**src/rtl/alu_decode_stage.sv**
```systemverilog
// rtl/alu_decode_stage.sv - RV32I decode stage with registered ALU/control outputs
module alu_decode_stage (
  input  logic        i_clk,
  input  logic        i_rst,
  input  logic [31:0] i_Instr,
  input  logic        i_Valid,
  input  logic        i_Stall,
  input  logic        i_Flush,
  output logic [3:0]  o_AluCtrl,
  output logic        o_Op1Sel,
  output logic        o_Op2Sel,
  output logic [31:0] o_Imm,
  output logic [4:0]  o_Rs1,
  output logic [4:0]  o_Rs2,
  output logic [4:0]  o_Rd,
  output logic [2:0]  o_Funct3,
  output logic        o_RegWrite,
  output logic        o_MemRead,
  output logic        o_MemWrite,
  output logic        o_Branch,
  output logic        o_Jump,
  output logic        o_Illegal,
  output logic        o_Valid
);

  // ALU operation codes shared with the execute stage
  localparam logic [3:0] ALU_ADD  = 4'd0;
  localparam logic [3:0] ALU_SUB  = 4'd1;
  localparam logic [3:0] ALU_AND  = 4'd2;
  localparam logic [3:0] ALU_OR   = 4'd3;
  localparam logic [3:0] ALU_XOR  = 4'd4;
  localparam logic [3:0] ALU_SLL  = 4'd5;
  localparam logic [3:0] ALU_SRL  = 4'd6;
  localparam logic [3:0] ALU_SRA  = 4'd7;
  localparam logic [3:0] ALU_BUF  = 4'd8;
  localparam logic [3:0] ALU_SLT  = 4'd9;
  localparam logic [3:0] ALU_SLTU = 4'd10;

  localparam logic [6:0] OPC_OP     = 7'b0110011;
  localparam logic [6:0] OPC_OPIMM  = 7'b0010011;
  localparam logic [6:0] OPC_LUI    = 7'b0110111;
  localparam logic [6:0] OPC_AUIPC  = 7'b0010111;
  localparam logic [6:0] OPC_LOAD   = 7'b0000011;
  localparam logic [6:0] OPC_STORE  = 7'b0100011;
  localparam logic [6:0] OPC_BRANCH = 7'b1100011;
  localparam logic [6:0] OPC_JAL    = 7'b1101111;
  localparam logic [6:0] OPC_JALR   = 7'b1100111;

  logic [6:0]  opcode;
  logic [2:0]  funct3;
  logic [6:0]  funct7;
  logic        f7_zero;
  logic        f7_alt;
  logic [31:0] imm_i;
  logic [31:0] imm_s;
  logic [31:0] imm_b;
  logic [31:0] imm_u;
  logic [31:0] imm_j;

  assign opcode  = i_Instr[6:0];
  assign funct3  = i_Instr[14:12];
  assign funct7  = i_Instr[31:25];
  assign f7_zero = (funct7 == 7'b0000000);
  assign f7_alt  = (funct7 == 7'b0100000);

  assign imm_i = {{20{i_Instr[31]}}, i_Instr[31:20]};
  assign imm_s = {{20{i_Instr[31]}}, i_Instr[31:25], i_Instr[11:7]};
  assign imm_b = {{19{i_Instr[31]}}, i_Instr[31], i_Instr[7], i_Instr[30:25], i_Instr[11:8], 1'b0};
  assign imm_u = {i_Instr[31:12], 12'b0};
  assign imm_j = {{11{i_Instr[31]}}, i_Instr[31], i_Instr[19:12], i_Instr[20], i_Instr[30:21], 1'b0};

  logic [3:0]  d_alu;
  logic        d_op1;
  logic        d_op2;
  logic [31:0] d_imm;
  logic        d_rw;
  logic        d_mr;
  logic        d_mw;
  logic        d_br;
  logic        d_jp;
  logic        d_ill;

  // Combinational decode of the incoming instruction word
  always_comb begin
    d_alu = ALU_ADD;
    d_op1 = 1'b0;
    d_op2 = 1'b0;
    d_imm = 32'd0;
    d_rw  = 1'b0;
    d_mr  = 1'b0;
    d_mw  = 1'b0;
    d_br  = 1'b0;
    d_jp  = 1'b0;
    d_ill = 1'b0;
    case (opcode)
      OPC_OP: begin
        d_rw = 1'b1;
        case (funct3)
          3'b000: begin
            if (f7_zero)     d_alu = ALU_ADD;
            else if (f7_alt) d_alu = ALU_SUB;
            else             d_ill = 1'b1;
          end
          3'b101: begin
            if (f7_zero)     d_alu = ALU_SRL;
            else if (f7_alt) d_alu = ALU_SRA;
            else             d_ill = 1'b1;
          end
          3'b001: begin d_alu = ALU_SLL;  d_ill = !f7_zero; end
          3'b010: begin d_alu = ALU_SLT;  d_ill = !f7_zero; end
          3'b011: begin d_alu = ALU_SLTU; d_ill = !f7_zero; end
          3'b100: begin d_alu = ALU_XOR;  d_ill = !f7_zero; end
          3'b110: begin d_alu = ALU_OR;   d_ill = !f7_zero; end
          default: begin d_alu = ALU_AND; d_ill = !f7_zero; end
        endcase
      end
      OPC_OPIMM: begin
        d_op2 = 1'b1;
        d_imm = imm_i;
        d_rw  = 1'b1;
        case (funct3)
          3'b000: d_alu = ALU_ADD;
          3'b001: begin d_alu = ALU_SLL; d_ill = !f7_zero; end
          3'b010: d_alu = ALU_SLT;
          3'b011: d_alu = ALU_SLTU;
          3'b100: d_alu = ALU_XOR;
          3'b101: begin
            if (f7_zero)     d_alu = ALU_SRL;
            else if (f7_alt) d_alu = ALU_SRA;
            else             d_ill = 1'b1;
          end
          3'b110: d_alu = ALU_OR;
          default: d_alu = ALU_AND;
        endcase
      end
      OPC_LUI: begin
        d_alu = ALU_BUF;
        d_op2 = 1'b1;
        d_imm = imm_u;
        d_rw  = 1'b1;
      end
      OPC_AUIPC: begin
        d_op1 = 1'b1;
        d_op2 = 1'b1;
        d_imm = imm_u;
        d_rw  = 1'b1;
      end
      OPC_LOAD: begin
        d_op2 = 1'b1;
        d_imm = imm_i;
        d_mr  = 1'b1;
        d_rw  = 1'b1;
      end
      OPC_STORE: begin
        d_op2 = 1'b1;
        d_imm = imm_s;
        d_mw  = 1'b1;
      end
      OPC_BRANCH: begin
        d_alu = ALU_SUB;
        d_imm = imm_b;
        d_br  = 1'b1;
      end
      OPC_JAL: begin
        d_op1 = 1'b1;
        d_op2 = 1'b1;
        d_imm = imm_j;
        d_jp  = 1'b1;
        d_rw  = 1'b1;
      end
      OPC_JALR: begin
        d_op2 = 1'b1;
        d_imm = imm_i;
        d_jp  = 1'b1;
        d_rw  = 1'b1;
      end
      default: d_ill = 1'b1;
    endcase
    // An illegal encoding must never produce side effects downstream
    if (d_ill) begin
      d_alu = ALU_ADD;
      d_op1 = 1'b0;
      d_op2 = 1'b0;
      d_imm = 32'd0;
      d_rw  = 1'b0;
      d_mr  = 1'b0;
      d_mw  = 1'b0;
      d_br  = 1'b0;
      d_jp  = 1'b0;
    end
    // x0 is hardwired, so a write to it is dropped here
    if (i_Instr[11:7] == 5'd0) d_rw = 1'b0;
    // Bubbles carry no control effect at all
    if (!i_Valid) begin
      d_rw  = 1'b0;
      d_mr  = 1'b0;
      d_mw  = 1'b0;
      d_br  = 1'b0;
      d_jp  = 1'b0;
      d_ill = 1'b0;
    end
  end

  // Pipeline register: reset > flush > stall > load
  always_ff @(posedge i_clk) begin
    if (i_rst || i_Flush) begin
      o_AluCtrl  <= ALU_ADD;
      o_Op1Sel   <= 1'b0;
      o_Op2Sel   <= 1'b0;
      o_Imm      <= 32'd0;
      o_Rs1      <= 5'd0;
      o_Rs2      <= 5'd0;
      o_Rd       <= 5'd0;
      o_Funct3   <= 3'd0;
      o_RegWrite <= 1'b0;
      o_MemRead  <= 1'b0;
      o_MemWrite <= 1'b0;
      o_Branch   <= 1'b0;
      o_Jump     <= 1'b0;
      o_Illegal  <= 1'b0;
      o_Valid    <= 1'b0;
    end else if (!i_Stall) begin
      o_AluCtrl  <= d_alu;
      o_Op1Sel   <= d_op1;
      o_Op2Sel   <= d_op2;
      o_Imm      <= d_imm;
      o_Rs1      <= i_Instr[19:15];
      o_Rs2      <= i_Instr[24:20];
      o_Rd       <= i_Instr[11:7];
      o_Funct3   <= funct3;
      o_RegWrite <= d_rw;
      o_MemRead  <= d_mr;
      o_MemWrite <= d_mw;
      o_Branch   <= d_br;
      o_Jump     <= d_jp;
      o_Illegal  <= d_ill;
      o_Valid    <= i_Valid;
    end
  end

endmodule

```
**config.mk**
```make
export PLATFORM = sky130hd
export DESIGN_NAME = alu_decode_stage
export DESIGN_NICKNAME = d
export VERILOG_FILES = /design/src/rtl/alu_decode_stage.sv
export SDC_FILE = /design/constraint.sdc
export NUM_CORES = 1
export LEC_CHECK = 0
export ABC_AREA = 1
export CORE_MARGIN = 2
export CORE_UTILIZATION = 42
export DETAILED_ROUTE_END_ITERATION = 10
export HOLD_SLACK_MARGIN = 0.06
export PLACE_DENSITY_LB_ADDON = 0.05
export SLEW_MARGIN = 5
export SYNTH_ARGS = -nofsm -noshare
export SYNTH_HDL_FRONTEND = slang
export SYNTH_SLANG_ARGS = --single-unit
```
**constraint.sdc**
```tcl
create_clock -name i_clk -period 1.3 [get_ports i_clk]
set_input_delay 0.26 -clock i_clk [delete_from_list [all_inputs] [get_ports i_clk]]
set_output_delay 0.26 -clock i_clk [all_outputs]
set_load 0.01 [all_outputs]
```
---- Word-level counts from Yosys, hierarchy flattened ----
Cells that the tools add are included.
cells by class
  eq/ne operators ......................... 16
  muxes and demuxes ....................... 36
  reduce and logical (&&, ||, !) cells .... 13
operator list
  kind                count
  $pmux 32 s5         1
  $pmux 4 s7          2
  $mux 32             1
  $eq 7x6->1 const B  4
  $mux 1              26
  $eq 7x7->1 const B  3
  $reduce_or 7->1     3
  $pmux 4 s4          1
  $eq 7x5->1 const B  2
  $eq 3x3->1 const B  3
  $mux 4              2
  $reduce_or 2->1     4
  $eq 7x2->1 const B  1
  $logic_not 7->1     1
  $eq 3x2->1 const B  2
  $logic_not 5->1     1
  $eq 3x1->1 const B  1
  $logic_not 3->1     1
  $mux 3              1
  $pmux 1 s3          1
  $reduce_or 3->1     1
  $pmux 1 s2          1
  $logic_not 1->1     1
  $logic_or 1x1->1    1
storage, ports and cells
  register bits after elaboration ......... 63
  bits of input ports ..................... 37
  output and inout bits ................... 63
  word-level logic and storage cells ...... 80

---- Longest topological paths before layout ----
Gate-level depths: netlist of the first run.
  depth in word-level cells ............... 8
  depth in mapped cells ................... 12
  gate-level depth less buffers ........... 11

---- Worst setup path after synthesis of the first run ----
Ideal clock, no wire load.
  path kind ............................... in2reg
  from .................................... input port i_Instr[1]
  to ...................................... register o_Imm[16]
  library setup time ...................... 0.132 ns
  data arrival time ....................... 1.264 ns
  required time ........................... 1.168 ns
  slack ................................... -0.096 ns
  stages .................................. 9
  buffers on the path ..................... 1
  path through ............................ nand2_2 > nor2_4 > nand2_1 > nand3b_2 > nand2_1 > nor2_4 > buf_6 > nand3_1 > a21oi_1
on the way
  cells in the longest elaborated chain, start to end .. 4
RTL lines
  item                                                     line  source
  from (decl)                                              5     input logic [31:0] i_Instr,
  $eq 7x7->1, or another cell as far along                 95    case (opcode)
  $reduce_or 7->1 (no line), or another cell as far along  --
  $pmux 1 s3 or $pmux 32 s5 (tied branches)                95
  $mux 32 *                                                180   if (d_ill) begin
  to (signal assigned)                                     226   o_Imm <= d_imm;
  to (decl)                                                12    output logic [31:0] o_Imm,
Every way passes the cells marked *; elsewhere a longest branch is shown, timed or not.
A chain may end at the register's enable or synchronous reset.

---- Worst setup path after layout of the first run ----
  from .................................... input port i_Instr[29]
  to ...................................... register o_Imm[9]
on the way
  cells in the longest elaborated chain, start to end .. 6
RTL lines
  item                                  line           source
  $eq 7x6->1                            64             assign f7_alt = (funct7 == 7'b0100000);
  $mux 1                                101, 106, 129
  $mux 1                                128            if (f7_zero) d_alu = ALU_SRL;
  $pmux 1 s2 or $mux 1 (tied branches)  --
  $pmux 1 s3                            95
  $mux 32 *                             180
Marks and branches as above.

==> run_results.csv, run 1 <==
group,metric,value,unit
synthesis,synth_ff_type,"dfxtp_1",
critical_path,crit_fanout,7,
synthesis,synth_area_per_cell,6.58,µm²
critical_path,path_class,"input pin to flip-flop",
timing,hold_viol_final,0,
finish,fin_util,0.733,
finish,layout_commonest_cell,"nand2_1",
die,io_pins,100,
global_route,antenna_found_initial,0,
critical_path,required,1.58,ns
pwr,power,4.54,mW
critical_path,cp.buffers_inverters,3,
synthesis,synth_cells,463,
synthesis,ys_ff_latch,63,
critical_path,cp_slowest_stage_delay,0.16,ns
global_route,grt_max_degree,51,
finish,diodes,0,
clock_tree,cts-root-buf,"clkbuf_8",
timing,setup_slack,0.00872,ns
clock_tree,clock_path_buffers,2,
clock_tree,clk_latency,0.35,ns
synthesis,yosys.cell_types.count,30,
global_route,grt_pass1_vias,3203,
die,rows,31,
critical_path,worstSetupStartpointType,"input pin",
die,core-area,0.00714,mm²
pwr,p_sw,1.26,mW
clock_tree,numClockSinks,63,
finish,final_cell_mix,"nand2_1 (175), buf_4 (71), dfxtp_1 (62), dlygate4sd2_1 (61), a21oi_1 (53)",
global_route,grt-busiest-layer,"met2",
detailed_routing,drc,0,
pwr,swShare,0.278,
clock_tree,cts_tree,"yes",
critical_path,slowest_stage,"buf_6",
timing,fin_crit,1.29,ns
timing,fin_setup_tns,0,ns
placed_design,io_buffers,99,
detailed_routing,drt_first_pass_iters,5,
min_path,worstHoldPathType,"input pin to flip-flop",
timing,clock.fmax,774,MHz
die,die_h,89.2,µm
status,status,"finished, final reports clean",
run,cap_viol_max_count,0,
die,die_w,89.2,µm
placed_design,pre_cts_ws,-0.813,ns
pwr,peakVddDrop,0.700,mV
detailed_routing,wl_per_cell,14.4,µm
detailed_routing,wirelength,10600,µm
pwr,leakage,2.48,nW
placed_design,dp_hpwl,7130,µm
pwr,p_int,3.28,mW
critical_path,arrival,1.57,ns
synthesis,syn_area,0.00305,mm²
detailed_routing,first_iter_violations,193,
timing,slew_headroom,0.721,
pwr,power_frac_comb,0.155,
clock_tree,numCtsBuffers,9,
timing,drv_slew,0,
finish,syn_to_final_growth,71.7,%
global_route,gr-usage-all-layers,0.260,
detailed_routing,viasPerCell,4.94,
detailed_routing,dr_total_vias,3634,
finish,final_layout_size_suffix_gt1_frac,0.318,
pwr,p_clk_frac,0.413,
critical_path,worstPathCellList,"buf_4, nor2_4, nand2_2, o21ai_2, nand2_1, nand2_2, buf_6, nand3_4, buf_6, nor2_2, nand2_1, a21oi_1",
global_route,met2_usage,0.411,
finish,nets,668,
global_route,overflow,0,
timing,finalCritPeriodShare,0.993,
synthesis,mappedNetlistNets,500,
pwr,powerDensity,869,mW/mm²
timing,fin_skew,0,ns
clock_tree,cts_hold_buffers,0,
placed_design,gp_congestion,0.903,
global_route,grt_pass1_wl,15800,µm
die,start_util,0.427,
critical_path,crit_family,"simple AND/OR/NAND/NOR gates",
synthesis,synth_edf_count,0,
critical_path,cp-end-kind,"flip-flop",
global_route,grt_util_met1,0.354,
detailed_routing,antenna_left,0,
synthesis,yosys_warnings,0,
clock_tree,htree_levels,3,
timing,finalSetupViolCount,0,
synthesis,ys_seq_area_frac,0.414,
clock_tree,clkSlewWorstSetupHoldPaths,0.08,ns
timing,rsz0062_at_grt,"true",
global_route,use_met3,0.0582,
synthesis,synthArstFlopShare,0,
pwr,p_seq_frac,0.431,
die,die_area,0.00795,mm²
timing,worst_pin_slew,0.415,ns
synthesized netlist by cell type, types with 2 or more instances:
cell	n	area, µm²
nand2_1	194	728
a21oi_1	64	320
dfxtp_1	63	1260
nor2_1	29	109
nand3_1	28	140
inv_1	22	82.6
clkbuf_1	14	52.6
o21ai_0	10	50.1
buf_6	4	45.0
nor2_2	4	25.0
nor2_4	4	45.0
inv_2	3	11.3
nand2_2	3	18.8
buf_2	2	10.0
buf_4	2	15.0
nand3_2	2	20.0
o21ai_1	2	10.0
routing by layer:
layer / part of all wire / up-vias
li1: - / 1820
met2: 0.47 / 125
met5: 0 / -
met1: 0.45 / 1662
met3: 0.051 / 27
met4: 0.029 / 0
worst min-delay path, delay by kind of cell:
kind | cells | cell delay [ns]
and+or+nand+nor | 1 | 0.06
buffers and inverters | 1 | 0.15
AOI/OAI and AO/OA | 2 | 0.14
registers in the layout, indices dropped and copies added, names as in the netlist, 3 cells and up:
signal     flops
o_AluCtrl      4
o_Funct3       3
o_Imm         32
o_Rd           5
o_Rs1          5
o_Rs2          5
per-stage QoR:
step                cells  area, µm²  hold slack [ns]
finish                735       5230            0.289
CTS                   729       4940            0.328
global route          735       5230            0.298
floorplan             463       3100            0.405
detailed placement    697       4600            0.450
global placement      697       4600            0.446
power groups by stage:
stage          Clock, mW  Combinational [mW]  Sequential [mW]
4_1_cts             1.89               0.629             1.96
3_5_place_dp           0               0.592             2.01
5_1_grt             1.97               0.753             1.96
3_3_place_gp           0               0.590             2.01
6_report            1.88               0.706             1.96
2_1_floorplan          0               0.231             2.02
cell type report:
cell class / instances / area [µm²]
Fill cell: 611 / 1910
Multi-Input combinational cell: 352 / 1880
Timing Repair Buffer: 179 / 1630
Sequential cell: 63 / 1260
Clock buffer: 11 / 151
Tap cell: 99 / 124
Inverter: 26 / 120
Clock inverter: 5 / 62.6
cell families after synthesis:
group / after synthesis / synth area share
simple gates: 270 / 0.375
compound gates: 81 / 0.137
flops: 63 / 0.414
buf+inv: 49 / 0.0735
repair_timing:
| action | CTS | global route |
|---|---|---|
| endpoints found under the setup margin | 104 | 40 |
| buffers inserted | 14 | 6 |
| pin swaps | 22 | 35 |
| cloned | 2 | 1 |
| gates resized for setup | 172 | 88 |
final timing paths:
kind | to | slack [ns] | startpoint | cells after the start
setup / recovery | o_Imm[9] | 0.009 | i_Instr[29] | 12
hold / removal | o_AluCtrl[3] | 0.29 | i_Instr[14] | 4
setup reg to reg | o_Op2Sel | 0.64 | o_Op2Sel | 2
hold reg to reg | o_Branch | 0.46 | o_Branch | 2
Power figures use the tool's default switching activity.
==> run 2: changes to the inputs <==
--- a/config.mk
+++ b/config.mk
@@ -6,8 +6,11 @@
 export NUM_CORES = 1
 export LEC_CHECK = 0
 export ABC_AREA = 1
+export CAP_MARGIN = 10
+export CELL_PAD_IN_SITES_DETAIL_PLACEMENT = 0
+export CELL_PAD_IN_SITES_GLOBAL_PLACEMENT = 2
 export CORE_MARGIN = 2
-export CORE_UTILIZATION = 42
+export CORE_UTILIZATION = 21
 export DETAILED_ROUTE_END_ITERATION = 10
 export HOLD_SLACK_MARGIN = 0.06
 export PLACE_DENSITY_LB_ADDON = 0.05
==> run_results.csv, run 2 (same netlist as run 1, synthesis figures left out) <==
group,metric,value,unit
critical_path,required,1.58,ns
placed_design,gp_congestion,0.848,
detailed_routing,drc,0,
detailed_routing,dr_total_vias,3717,
clock_tree,htree_levels,3,
clock_tree,numCtsBuffers,9,
timing,clock.fmax,734,MHz
min_path,hold_start,"i_Instr[14]",
timing,worst_pin_slew,0.471,ns
detailed_routing,wl_met3,627,µm
min_path,hold_path_depth,4,
pwr,peakVddDrop,0.632,mV
critical_path,path_class,"input pin to flip-flop",
global_route,overflow,0,
min_path,worstHoldPathType,"input pin to flip-flop",
die,die_area,0.0155,mm²
pwr,leakage,2.75,nW
clock_tree,cts_tree,"yes",
run,cap_viol_max_count,0,
die,core-area,0.0144,mm²
timing,rsz0062_at_grt,"true",
die,rows,44,
finish,syn_to_final_growth,92.6,%
timing,fin_crit,1.36,ns
critical_path,crit_family,"simple AND/OR/NAND/NOR gates",
placed_design,io_buffers,99,
timing,hold_viol_final,0,
critical_path,cp-end-kind,"flip-flop",
global_route,antenna_found_initial,0,
clock_tree,clkSlewWorstSetupHoldPaths,0.06,ns
detailed_routing,viasPerCell,4.43,
timing,setup_slack,-0.0617,ns
pwr,powerDensity,885,mW/mm²
clock_tree,clock_path_buffers,2,
timing,finalSetupViolCount,29,
critical_path,worstSetupStartpointType,"input pin",
detailed_routing,wirelength,12700,µm
critical_path,arrival,1.64,ns
critical_path,r2r_start,"o_Rd[4]",
status,violations,"negative setup slack",
timing,fin_skew,0,ns
clock_tree,numClockSinks,63,
finish,nets,688,
die,io_pins,100,
critical_path,cp_slowest_stage_delay,0.15,ns
detailed_routing,dr_wl_met2,5920,µm
critical_path,worstPathCellList,"buf_8, inv_6, nand2_4, nor2_4, nand2_2, nand2_2, nor2_2, nand2_4, clkinvlp_4, buf_12, nor2_4, buf_12, nand3_2, a21oi_2",
global_route,grt_pass1_wl,20900,µm
global_route,grt_max_degree,37,
min_path,min_to,"o_Funct3[2]",
finish,fin_util,0.408,
timing,finalCritPeriodShare,1.05,
finish,final_cell_mix,"nand2_1 (163), buf_4 (77), dfxtp_1 (63), dlygate4sd2_1 (63), a21oi_1 (43)",
detailed_routing,routed.top_layer,"met4",
finish,largest_register,"o_Imm",
critical_path,worstRegToRegCells,2,
detailed_routing,first_iter_violations,170,
critical_path,slowest_stage,"nor2_4",
critical_path,r2r-end,"o_Rd[4]",
global_route,grt_pass1_vias,3791,
detailed_routing,drt-met1-wl,5980,µm
critical_path,cp.buffers_inverters,5,
timing,whs,0.356,ns
clock_tree,clk_latency,0.33,ns
detailed_routing,drt_first_pass_iters,6,
finish,largest_reg_flops,32,
placed_design,dp_hpwl,9010,µm
die,start_util,0.212,
finish,final_layout_size_suffix_gt1_frac,0.390,
die,die_h,124,µm
global_route,gr-usage-all-layers,0.171,
die,die_w,124,µm
critical_path,reg2reg_slack,0.64,ns
finish,diodes,0,
detailed_routing,antenna_left,0,
detailed_routing,wl_per_cell,15.1,µm
critical_path,crit_fanout,7,
timing,slew_headroom,0.684,
finish,layout_commonest_cell,"nand2_1",
timing,drv_slew,0,
clock_tree,cts-root-buf,"clkbuf_16",
status,status,"complete, but fails checks",
timing,fin_setup_tns,-0.844,ns
## run 2: cell count changes in the layout (fill, tap and decap cells not counted), moves of 6 or more
| cell | previous run | this run |
|---|---|---|
| buf_6 | 13 | 19 |
| clkbuf_16 | 0 | 11 |
| a21oi_2 | 11 | 21 |
| clkbuf_8 | 11 | 0 |
| a21oi_1 | 53 | 43 |
| nand2_1 | 175 | 163 |
| nand2_4 | 6 | 15 |
| buf_4 | 71 | 77 |
| nand3_1 | 18 | 9 |
## run 2: metrics by stage
stage	std cells	setup WS (ns)	instance area (µm²)	total power, mW
floorplan	463	0.00101	3100	2.25
global placement	795	-0.999	4800	2.64
detailed placement	795	-0.992	4800	2.65
CTS	841	-0.106	5690	5.23
global route	840	-0.184	5870	5.42
finish	840	-0.0617	5870	5.20
## run 2: what timing repair did
item	4_1_cts	5_1_grt
buffers inserted	28	3
hold buffers	0	0
pin swaps	51	43
cloned	3	0
endpoints found under the setup margin	105	40
resized for setup	247	61
## run 2: power breakdown
group	internal, mW	switching (mW)	total (mW)
registers	1.95	0.0108	1.96
clock network	1.49	0.972	2.46
logic	0.358	0.418	0.776
## run 2: worst max path at each step
stage	cells after the start	endpoint	slack (ns)	from
global placement	10	o_Imm[13]	-1.0	i_Instr[6]
detailed placement	10	o_Imm[12]	-0.99	i_Instr[6]
floorplan	10	o_Imm[21]	0.001	i_Instr[2]
finish	14	o_Imm[13]	-0.06	i_Instr[3]
CTS	14	o_AluCtrl[3]	-0.11	i_Instr[3]
global route	14	o_Imm[13]	-0.18	i_Instr[3]
## run 2: metal layers
layer  vias up  GRT usage
met3        14     0.0326
met2        96      0.273
met5         -          0
met1      1743      0.226
li1       1864          -
met4         0     0.0727
## run 2: cell type report
cell class,count,area (µm²)
clock buffers,9,225
inverters,26,114
fillers,1513,8500
clock inverters,7,72.6
flip-flops and latches,63,1260
repair buffers,199,1850
multi-input cells,352,2120
well taps,184,230
## run 2: worst min-delay path, delay by kind of cell
kind                   cells  cell delay, ns
AOI/OAI and AO/OA          1            0.06
buffers and inverters      3            0.33
==> run 3: changes to the inputs <==
--- a/config.mk
+++ b/config.mk
@@ -9,7 +9,6 @@
 export CAP_MARGIN = 10
 export CELL_PAD_IN_SITES_DETAIL_PLACEMENT = 0
 export CELL_PAD_IN_SITES_GLOBAL_PLACEMENT = 2
-export CORE_MARGIN = 2
 export CORE_UTILIZATION = 21
 export DETAILED_ROUTE_END_ITERATION = 10
 export HOLD_SLACK_MARGIN = 0.06
==> run_results.csv, run 3 (same netlist as run 1, synthesis figures left out) <==
group,metric,value,unit
status,status,"finished, final reports clean",
clock_tree,clkSlewWorstSetupHoldPaths,0.06,ns
global_route,grt_pass1_vias,3703,
finish,fin_util,0.404,
critical_path,worstRegToRegCells,2,
min_path,hold_path_depth,5,
detailed_routing,first_iter_violations,127,
finish,largest_register,"o_Imm",
pwr,powerDensity,893,mW/mm²
pwr,peakVddDrop,0.591,mV
critical_path,slowest_stage,"nor2_4",
clock_tree,clock_path_buffers,2,
critical_path,arrival,1.57,ns
die,start_util,0.217,
timing,finalCritPeriodShare,0.997,
timing,slew_headroom,0.716,
critical_path,cp_slowest_stage_delay,0.17,ns
finish,final_cell_mix,"nand2_1 (163), buf_4 (81), dfxtp_1 (63), dlygate4sd2_1 (63), a21oi_1 (49)",
pwr,power,5.06,mW
finish,diodes,0,
finish,syn_to_final_growth,86.0,%
critical_path,cp-end-kind,"flip-flop",
timing,drv_slew,0,
placed_design,placed_cells,787,
clock_tree,cts_hold_buffers,0,
timing,clock.fmax,771,MHz
critical_path,path_class,"input pin to flip-flop",
detailed_routing,antenna_left,0,
critical_path,r2r_start,"o_Funct3[0]",
detailed_routing,dr_total_vias,3581,
critical_path,worstSetupStartpointType,"input pin",
global_route,gr-usage-all-layers,0.170,
timing,fin_skew,0,ns
detailed_routing,wl_per_cell,14.6,µm
finish,nets,684,
clock_tree,cts-root-buf,"clkbuf_16",
die,die_w,122,µm
clock_tree,clk_latency,0.34,ns
critical_path,worstPathCellList,"buf_12, clkinv_8, nand2_4, nor2_4, nand2_2, nand2_1, nor2_2, nand2_4, inv_2, nor2_4, buf_6, buf_12, nand3_2, a21oi_2",
global_route,overflow,0,
finish,layout_commonest_cell,"nand2_1",
critical_path,crit_fanout,6,
finish,largest_reg_flops,32,
detailed_routing,wirelength,12100,µm
placed_design,dp_hpwl,8600,µm
timing,hold_viol_final,0,
detailed_routing,drt_first_pass_iters,4,
min_path,min_to,"o_Imm[13]",
global_route,grt_pass1_wl,19100,µm
critical_path,reg2reg_slack,0.63,ns
detailed_routing,drc,0,
finish,final_layout_size_suffix_gt1_frac,0.368,
critical_path,crit_start,"i_Instr[3]",
timing,rsz0062_at_grt,"true",
critical_path,required,1.58,ns
die,die_h,122,µm
timing,whs,0.355,ns
timing,fin_crit,1.30,ns
clock_tree,htree_levels,3,
critical_path,r2r-end,"o_Funct3[0]",
pwr,leakage,2.64,nW
placed_design,gp_congestion,0.801,
clock_tree,numCtsBuffers,9,
die,die_area,0.0150,mm²
die,io_pins,100,
detailed_routing,viasPerCell,4.30,
die,rows,43,
min_path,worstHoldPathType,"input pin to flip-flop",
min_path,hold_start,"i_Instr[13]",
global_route,grt_max_degree,59,
finish,finalNonFillerCells,832,
run,cap_viol_max_count,0,
timing,finalSetupViolCount,0,
clock_tree,cts_tree,"yes",
die,core-area,0.0140,mm²
placed_design,io_buffers,99,
clock_tree,numClockSinks,63,
global_route,antenna_found_initial,0,
timing,worst_pin_slew,0.426,ns
-- run 3: cell types whose count changed in the layout (fill, tap and decap cells not counted), moves of 3 or more --
cell	before	now
buf_12	10	5
a21oi_1	43	49
nand3_2	14	11
nand2_2	19	23
nand2_4	15	10
buf_4	77	81
nor2_4	20	17
a21oi_2	21	15
nand3_1	9	14
-- run 3: worst max-delay path by stage --
stage / slack, ns / depth (start not counted) / endpoint
CTS: -0.02 / 13 / o_Imm[1]
floorplan: 0.001 / 10 / o_Imm[21]
finish: 0.004 / 14 / o_RegWrite
global route: -0.08 / 13 / o_Imm[10]
detailed placement: -0.79 / 12 / o_Imm[5]
global placement: -0.76 / 12 / o_Imm[10]
-- run 3: worst max-delay path: cells and delay by family --
| kind | cells | cell delay (ns) |
|---|---|---|
| AND/OR/NAND/NOR | 8 | 0.71 |
| buffers and inverters | 5 | 0.47 |
| AO/OA/AOI/OAI | 1 | 0.13 |
-- run 3: what timing repair did --
action                                  CTS  global route
gates cloned                              2             1
gates resized for setup                 206            81
pin swaps                                30            35
setup buffers                            23             5
endpoints found under the setup margin  104            39
-- run 3: stage by stage --
stage	setup slack, ns	TNS (ns)	instance area (µm²)
floorplan	0.00101	0	3100
global placement	-0.761	-30.87	4740
detailed placement	-0.791	-32.34	4740
CTS	-0.0165	-0.0580	5350
global route	-0.0804	-2.17	5670
finish	0.00358	0	5670
-- run 3: metal layers --
metal  routed length [µm]  share of wire  track usage
met1                 5990           0.49        0.223
met2                 5480           0.45        0.273
met3                  434          0.036       0.0321
met4                  197          0.016       0.0686
met5                    0              0            0
-- run 3: area by class of cell --
class / count / area (µm²)
clock buffer: 12 / 256
clock inverter: 4 / 30.0
fill: 1509 / 8380
inverter: 26 / 118
multi-input combinational: 351 / 2010
sequential: 63 / 1260
tap: 180 / 225
timing repair buffer: 196 / 1760
-- run 3: report_power, final --
part | switching (mW) | internal (mW) | total [mW] | leakage, nW
registers | 0.0103 | 1.95 | 1.96 | 0.509
clock network | 0.949 | 1.40 | 2.35 | 0.139
logic | 0.406 | 0.347 | 0.752 | 2.00
total | 1.36 | 3.70 | 5.06 | 2.64
